`src/rtl/spi_pwm_cmd_rx.sv`:
```
// SPI mode-0 slave that decodes 8-bit PWM command frames into one-cycle set strobes
// and returns a status byte on MISO. All SPI pins are sampled in the clk domain.
module spi_pwm_cmd_rx #(
    parameter int unsigned SYNC_STAGES = 2,
    parameter int unsigned ERR_CNT_W   = 4
) (
    input  logic                 i_clk,
    input  logic                 i_reset,
    input  logic                 i_sck,
    input  logic                 i_cs_n,
    input  logic                 i_mosi,
    output logic                 o_miso,
    output logic                 o_set,
    output logic [2:0]           o_addr,
    output logic [2:0]           o_level,
    output logic                 o_busy,
    output logic [ERR_CNT_W-1:0] o_err_cnt
);

    typedef enum logic {StIdle, StShift} state_t;

    logic [SYNC_STAGES-1:0] r_sck_sync, r_cs_sync, r_mosi_sync;
    logic                   r_sck_last;
    state_t                 r_state, w_state_next;
    logic [2:0]             r_bit_cnt;
    logic [7:0]             r_rx_sr, r_tx_sr;
    logic                   r_done;
    logic                   r_set;
    logic [2:0]             r_addr, r_level;
    logic [2:0]             r_last_addr, r_last_level;
    logic                   r_last_ok;
    logic [ERR_CNT_W-1:0]   r_err_cnt;

    logic                   w_sck, w_cs, w_mosi, w_rise, w_fall;
    logic                   w_start, w_frame_end, w_frame_err;
    logic                   w_par_ok;
    logic [2:0]             w_last_addr_n, w_last_level_n;
    logic                   w_last_ok_n;
    logic [ERR_CNT_W-1:0]   w_err_n;
    logic [7:0]             w_status;

    assign w_sck  = r_sck_sync[SYNC_STAGES-1];
    assign w_cs   = r_cs_sync[SYNC_STAGES-1];
    assign w_mosi = r_mosi_sync[SYNC_STAGES-1];
    assign w_rise = w_sck & ~r_sck_last;
    assign w_fall = ~w_sck & r_sck_last;

    always_ff @(posedge i_clk) begin
        if (i_reset) begin
            r_sck_sync  <= '0;
            r_cs_sync   <= '1;
            r_mosi_sync <= '0;
            r_sck_last  <= 1'b0;
        end else begin
            r_sck_sync  <= {r_sck_sync[SYNC_STAGES-2:0], i_sck};
            r_cs_sync   <= {r_cs_sync[SYNC_STAGES-2:0], i_cs_n};
            r_mosi_sync <= {r_mosi_sync[SYNC_STAGES-2:0], i_mosi};
            r_sck_last  <= w_sck;
        end
    end

    always_comb begin
        w_state_next = r_state;
        w_start      = 1'b0;
        w_frame_end  = 1'b0;
        w_frame_err  = 1'b0;
        case (r_state)
            StIdle: begin
                if (!w_cs) begin
                    w_state_next = StShift;
                    w_start      = 1'b1;
                end
            end
            StShift: begin
                w_frame_end = w_rise && (r_bit_cnt == 3'd7);
                // An 8th rise coinciding with cs_n release completes the frame normally.
                if (w_cs) begin
                    w_state_next = StIdle;
                    w_frame_err  = (r_bit_cnt != 3'd0) && !w_frame_end;
                end
            end
            default: w_state_next = StIdle;
        endcase
    end

    assign w_par_ok = ^r_rx_sr;

    always_comb begin
        w_last_addr_n  = r_last_addr;
        w_last_level_n = r_last_level;
        w_last_ok_n    = r_last_ok;
        w_err_n        = r_err_cnt;
        if (r_done) begin
            if (w_par_ok) begin
                w_last_addr_n  = r_rx_sr[7:5];
                w_last_level_n = r_rx_sr[4:2];
                w_last_ok_n    = 1'b1;
            end else begin
                w_last_ok_n = 1'b0;
            end
        end
        if (w_frame_err) w_last_ok_n = 1'b0;
        if (((r_done && !w_par_ok) || w_frame_err) && (r_err_cnt != '1)) begin
            w_err_n = r_err_cnt + ERR_CNT_W'(1);
        end
    end

    assign w_status = {w_last_addr_n, w_last_level_n, w_last_ok_n, (w_err_n != '0)};

    always_ff @(posedge i_clk) begin
        if (i_reset) begin
            r_state      <= StIdle;
            r_bit_cnt    <= 3'd0;
            r_rx_sr      <= 8'd0;
            r_tx_sr      <= 8'd0;
            r_done       <= 1'b0;
            r_set        <= 1'b0;
            r_addr       <= 3'd0;
            r_level      <= 3'd0;
            r_last_addr  <= 3'd0;
            r_last_level <= 3'd0;
            r_last_ok    <= 1'b0;
            r_err_cnt    <= '0;
        end else begin
            r_state      <= w_state_next;
            r_done       <= w_frame_end;
            r_set        <= r_done && w_par_ok && r_rx_sr[1];
            r_last_addr  <= w_last_addr_n;
            r_last_level <= w_last_level_n;
            r_last_ok    <= w_last_ok_n;
            r_err_cnt    <= w_err_n;
            if (r_done && w_par_ok && r_rx_sr[1]) begin
                r_addr  <= r_rx_sr[7:5];
                r_level <= r_rx_sr[4:2];
            end
            if (r_state == StShift && w_cs) begin
                r_bit_cnt <= 3'd0;
            end else if (r_state == StShift && w_rise) begin
                r_bit_cnt <= r_bit_cnt + 3'd1;
            end
            if (r_state == StShift && w_rise) r_rx_sr <= {r_rx_sr[6:0], w_mosi};
            // The fall that closes a frame (bit_cnt already wrapped) must not eat the reload.
            if (w_start || r_done) begin
                r_tx_sr <= w_status;
            end else if (r_state == StShift && w_fall && r_bit_cnt != 3'd0) begin
                r_tx_sr <= {r_tx_sr[6:0], 1'b0};
            end
        end
    end

    assign o_miso    = (r_state == StShift) & r_tx_sr[7];
    assign o_set     = r_set;
    assign o_addr    = r_addr;
    assign o_level   = r_level;
    assign o_busy    = ~w_cs;
    assign o_err_cnt = r_err_cnt;

endmodule
```
`config.mk`:
```
export PLATFORM = sky130hd
export DESIGN_NAME = spi_pwm_cmd_rx
export DESIGN_NICKNAME = d
export VERILOG_FILES = /design/src/rtl/spi_pwm_cmd_rx.sv
export SDC_FILE = /design/constraint.sdc
export NUM_CORES = 1
export LEC_CHECK = 0
export ABC_CLOCK_PERIOD_IN_PS = 2000
export BUFFER_PORTS_ARGS = -buffer_cell sky130_fd_sc_hd__buf_4
export CORE_MARGIN = 8
export CORE_UTILIZATION = 30
export DETAILED_ROUTE_END_ITERATION = 16
export SYNTH_ARGS = -nofsm -noshare
export SYNTH_HDL_FRONTEND = slang
export SYNTH_SLANG_ARGS = --single-unit
```
`constraint.sdc`:
```
create_clock -name i_clk -period 2 [get_ports i_clk]
set_clock_uncertainty 0.2 [all_clocks]
set_input_delay 0.2 -clock i_clk [delete_from_list [all_inputs] [get_ports i_clk]]
set_output_delay 0.2 -clock i_clk [all_outputs]
set_load 0.1 [all_outputs]
```
After elaboration in Yosys (flattened, before gate mapping)

Cells that the tools add are included.

Flip-flop bits (word level): 46
Input port bits: 5
Output and inout port bits: 13
Logic and storage cells: 61

Add/sub/neg operators: 2
Equality and inequality tests: 2
Muxes and demuxes: 14
Bitwise logic cells: 7
Reduce and logical (&&, ||, !) cells: 20

Operators with widths:

| cell                  | count |
|---|---|
| $mux W8               | 2 |
| $mux W3               | 4 |
| $logic_and A1 B1 Y1   | 10 |
| $reduce_xor A8 Y1     | 1 |
| $mux W1               | 7 |
| $add A4 B1 Y4 const B | 1 |
| $mux W4               | 1 |
| $ne A4 B4 Y1 const B  | 1 |
| $not A1 Y1            | 4 |
| $reduce_bool A4 Y1    | 1 |
| $reduce_or A2 Y1      | 2 |
| $add A3 B1 Y3 const B | 1 |
| $and A1 B1 Y1         | 3 |
| $eq A3 B3 Y1 const B  | 1 |
| $reduce_bool A3 Y1    | 1 |
| $logic_not A1 Y1      | 2 |
| $logic_or A1 B1 Y1    | 2 |
| $reduce_bool A2 Y1    | 1 |

Longest topological paths before layout

Depth in word-level cells: 12
Mapped depth: 8
Depth with buffers taken out: 8

Least setup slack after synthesis

Ideal clock, no wire load.

Kind: register to register
Start: register r_err_cnt[1], in the netlist o_err_cnt[1]
End: register r_tx_sr[0]
Arrival time: 2.132 ns
Required time: 1.713 ns
Setup slack: -0.419 ns
Stages on the path, launching flop included: 7
Buffers on the path: 0
Clock period less this slack: 2.419 ns
Path through: dfxtp_1 ha_1 or2_2 a21oi_1 a2111oi_0 a21oi_1 o31ai_1

Cells in the longest elaborated chain, start to end: 5

RTL lines:

| item                                                  | line | text |
|---|---|---|
| start, declared                                       | 32   | `logic [ERR_CNT_W-1:0] r_err_cnt;` |
| start signal, assigned                                | 131  | `r_err_cnt <= w_err_n;` |
| branches (longest 2 deep; another with $add A4 B1 Y4) | n/a  |  |
| $mux W4 *                                             | 103  | `if (((r_done && !w_par_ok) \|\| w_frame_err) && (r_err_cnt != '1)) begin` |
| $reduce_bool A4 Y1 *                                  | 108  | `assign w_status = {w_last_addr_n, w_last_level_n, w_last_ok_n, (w_err_n != '0)};` |
| $mux W8 *                                             | 143  | `if (w_start \|\| r_done) begin` |
| end signal, assigned                                  | 144  | `r_tx_sr <= w_status;` |
| end signal, assigned                                  | 146  | `r_tx_sr <= {r_tx_sr[6:0], 1'b0};` |
| end, declared                                         | 26   | `logic [7:0] r_rx_sr, r_tx_sr;` |

Every way passes the cells marked *.
A chain may end at the register's enable or synchronous reset.

Final worst setup path

Start: register r_rx_sr[0]
End: register r_err_cnt[3], in the netlist o_err_cnt[3]

Cells in the longest elaborated chain, start to end: 6

RTL lines:

| item                   | line | text |
|---|---|---|
| start, declared        | 26   |  |
| start signal, assigned | 141  | `if (r_state == StShift && w_rise) r_rx_sr <= {r_rx_sr[6:0], w_mosi};` |
| $reduce_xor A8 Y1      | 86   | `assign w_par_ok = ^r_rx_sr;` |
| $logic_not A1 Y1       | 103  |  |
| $logic_and A1 B1 Y1    | 103  |  |
| $logic_or A1 B1 Y1     | 103  |  |
| $logic_and A1 B1 Y1    | 103  |  |
| $mux W4                | 103  |  |

Every way passes these cells.

==> flow_metrics.py <==
metrics = {
    "finish": {
        "n_fill_cell": 645,
        "multiInputGateArea_um2": 1040,
        "syn2layout_area_growth_pct": 23.3,
        "seq_area_um2": 935,
        "antennaDiodeCount": 0,
        "drive_above_1_share": 0.292,
        "final_util": 0.384,
        "fin_nets": 245,
    },
    "hold_path": {
        "hold_path_end": "r_state",
        "hold_path_class": "input pin to flop",
        "hold_start": "i_reset",
        "whs_path_depth": 2,
    },
    "clocking": {
        "htreeDepth": 2,
        "clk_latency_ps": 290,
        "cts_max_path_buffers": 2,
        "root_buffer": "clkbuf_8",
        "cts_inserted_buffers": 5,
        "cts.sinks": 46,
        "path_clk_slew_ps": 90,
        "cts_tree": "done",
    },
    "pwr": {
        "vdd_drop_max_mv": 0.326,
        "power_leakage_nw": 1.09,
        "total_power_mw": 1.54,
        "power_density_nw_per_um2": 627,
    },
    "yosys": {
        "syn_area_per_cell_um2": 9.90,
        "postSynth.topFlopCell": "dfxtp_1",
        "syn_area_um2": 1990,
        "synthCells": 201,
        "yosys-top-cells-area": "dfxtp_1 (46%), mux2i_1 (14%), nor2_1 (5.3%)",
        "yosysTopAreaCell": "dfxtp_1",
        "synth-edff-count": 0,
        "yosysMostFrequentCell": "dfxtp_1",
        "synth_commonest_cells": "dfxtp_1 (46), mux2i_1 (28), nor2_1 (28), a21oi_1 (13), nor2b_1 (8)",
        "syn_nets": 210,
        "ys_ff_latch": 46,
        "synth_top_area_share": 0.463,
        "ys_warn_count": 0,
        "ys_types": 41,
        "seq_area_frac_synth": 0.463,
        "synthArstFlopShare": 0,
    },
    "timing": {
        "drv_slew": 0,
        "setup_viol": 0,
        "hold_slack_ps": 127,
        "fmax_mhz": 524,
        "maxSlewHeadroom": 0.630,
        "tightestPinTransition_ps": 553,
        "fin_crit_sh": 0.955,
        "fin_tns_setup_ps": 0,
        "finalHoldViolations": 0,
        "fin_crit_ps": 1910,
    },
    "global_route": {
        "grt_pass1_vias": 1332,
        "track_usage": 0.0785,
        "grt_pass1_wl_mm": 6.30,
        "grt_max_degree": 49,
        "grt-ovfl-total": 0,
        "antenna_found_initial": 0,
    },
    "setup_path": {
        "r2r-end": "o_err_cnt[3]",
        "worst_ep_arrival_time_ps": 1920,
        "crit_type": "flop to flop",
        "rr_worst_depth": 8,
        "reg2reg_slack_ps": 90,
        "worstReg2RegStart": "r_rx_sr[0]",
        "worstSetupEndpointType": "flop",
        "cp_max_fo": 4,
        "startpoint_type": "flop",
        "worstPathRequired_ps": 2010,
    },
    "placement": {
        "dp_hpwl_mm": 2.57,
        "port-buffer-count": 17,
        "gp_congestion": 0.806,
    },
    "floorplan": {
        "num_rows": 29,
        "core-area_um2": 6390,
        "die_width_um": 97.4,
        "pin_count": 18,
        "die_area_um2": 9490,
        "die_height_um": 97.4,
        "initial_core_util": 0.312,
    },
    "run": {
        "cap_violations": 0,
    },
    "route": {
        "via_count": 1475,
        "wl_per_cell_um": 12.1,
        "routed_wl_mm": 3.78,
        "ant_nets": 0,
        "drc": 0,
        "vias_per_cell": 4.71,
        "detail_route.iter0.violations": 118,
        "dr.pass1.iters": 4,
    },
    "run_status": {
        "status": "finished, final reports clean",
    },
}
[worst max-delay path by stage]
stage | start | endpoint | cells after the start
6_report | r_rx_sr[0] | o_err_cnt[3] | 8
5_1_grt | r_rx_sr[0] | r_tx_sr[0] | 8
4_1_cts | r_bit_cnt[0] | o_err_cnt[0] | 9
3_5_place_dp | r_bit_cnt[0] | r_tx_sr[0] | 9
3_3_place_gp | r_bit_cnt[0] | r_tx_sr[0] | 9
2_1_floorplan | r_bit_cnt[0] | o_err_cnt[0] | 8
[layout by cell type (no fill, tap or decap), drive strengths merged]
cell and count:
ha 4, xor2 1, nand2 8, nor2b 8
dlygate4sd3 3, a2111oi 1, or2 3, mux2 1
o21a 2, and2 2, nand3b 1, a211oi 3
nor2 28, buf 34, a21oi 13, xnor2 7
a21o 6, clkbuf 5, nor3 5, nor3b 1
and4b 1, o211ai 1, clkinv 2, nand2b 3
nor4 1, nor4b 1, o31ai 1, dfxtp 46
a41oi 1, inv 5, nand3 6, o21ai 4
mux2i 28
[metal layers]
| metal | global-route usage | wire [um] | share of wire | vias to the layer above |
|---|---|---|---|---|
| li1 | - | - | - | 757 |
| met1 | 0.104 | 1950 | 0.52 | 687 |
| met2 | 0.115 | 1670 | 0.44 | 27 |
| met3 | 0.0235 | 114 | 0.030 | 4 |
| met4 | 0.0315 | 46 | 0.012 | 0 |
| met5 | 0 | 0 | 0 | - |
[worst max-delay path: stages (launching register included)]
cell and delay (ps):
dfxtp_1 350, xnor2_2 150, xnor2_1 250, xnor2_2 140
buf_4 160, buf_4 120, o21a_1 190, nor3_2 60
a211oi_1 220
[sequential cells by signal, indices dropped and copies added (netlist names), 3 cells and up]
register and flops:
r_last_addr 3, o_addr 3, r_tx_sr 8, o_level 3, r_bit_cnt 3, o_err_cnt 4
r_last_level 3, r_rx_sr 8
[kinds of logic (layout without fill, tap and decap cells)]
logic type / Yosys count / in the layout / synth area share
adder cells (fa/ha/maj): 4 / 4 / 0.0252
buffers and inverters: 14 / 49 / 0.0459
flip-flops: 46 / 46 / 0.463
AO/OA/AOI/OAI: 32 / 32 / 0.105
XOR/XNOR: 8 / 8 / 0.0390
AND/OR/NAND/NOR: 68 / 68 / 0.174
multiplexers: 29 / 29 / 0.148
[power breakdown]
group | switching (mW) | internal [mW] | leakage, nW
Combinational | 0.0392 | 0.0295 | 0.670
Sequential | 0.00636 | 0.926 | 0.377
Clock | 0.303 | 0.235 | 0.0438
Total | 0.349 | 1.19 | 1.09
[repair_timing]
item / in CTS / in global routing
hold buffers: 3 / 0
endpoints found under the setup margin: 2 / 5
buffers inserted: 1 / 1
pin swaps: 1 / 8
endpoints found under the hold margin: 3 / 0
resized for setup: 0 / 17
[layout make-up]
class	instances	share of cell area
clock buffer	5	0.0280
clock inverter	2	0.00408
inverter	5	0.00765
multi-input combinational	141	0.424
sequential	46	0.381
tap	77	0.0393
timing repair buffer	37	0.116
[through the flow]
stage / instances / setup WS (ps) / cell area, um^2
6_report: 313 / 90.6 / 2450
3_5_place_dp: 301 / -10.5 / 2260
2_1_floorplan: 201 / 20.7 / 2000
4_1_cts: 312 / 0.575 / 2380
5_1_grt: 313 / -12.2 / 2450
3_3_place_gp: 301 / 30.8 / 2260
(Power assumes the default switching activity.)
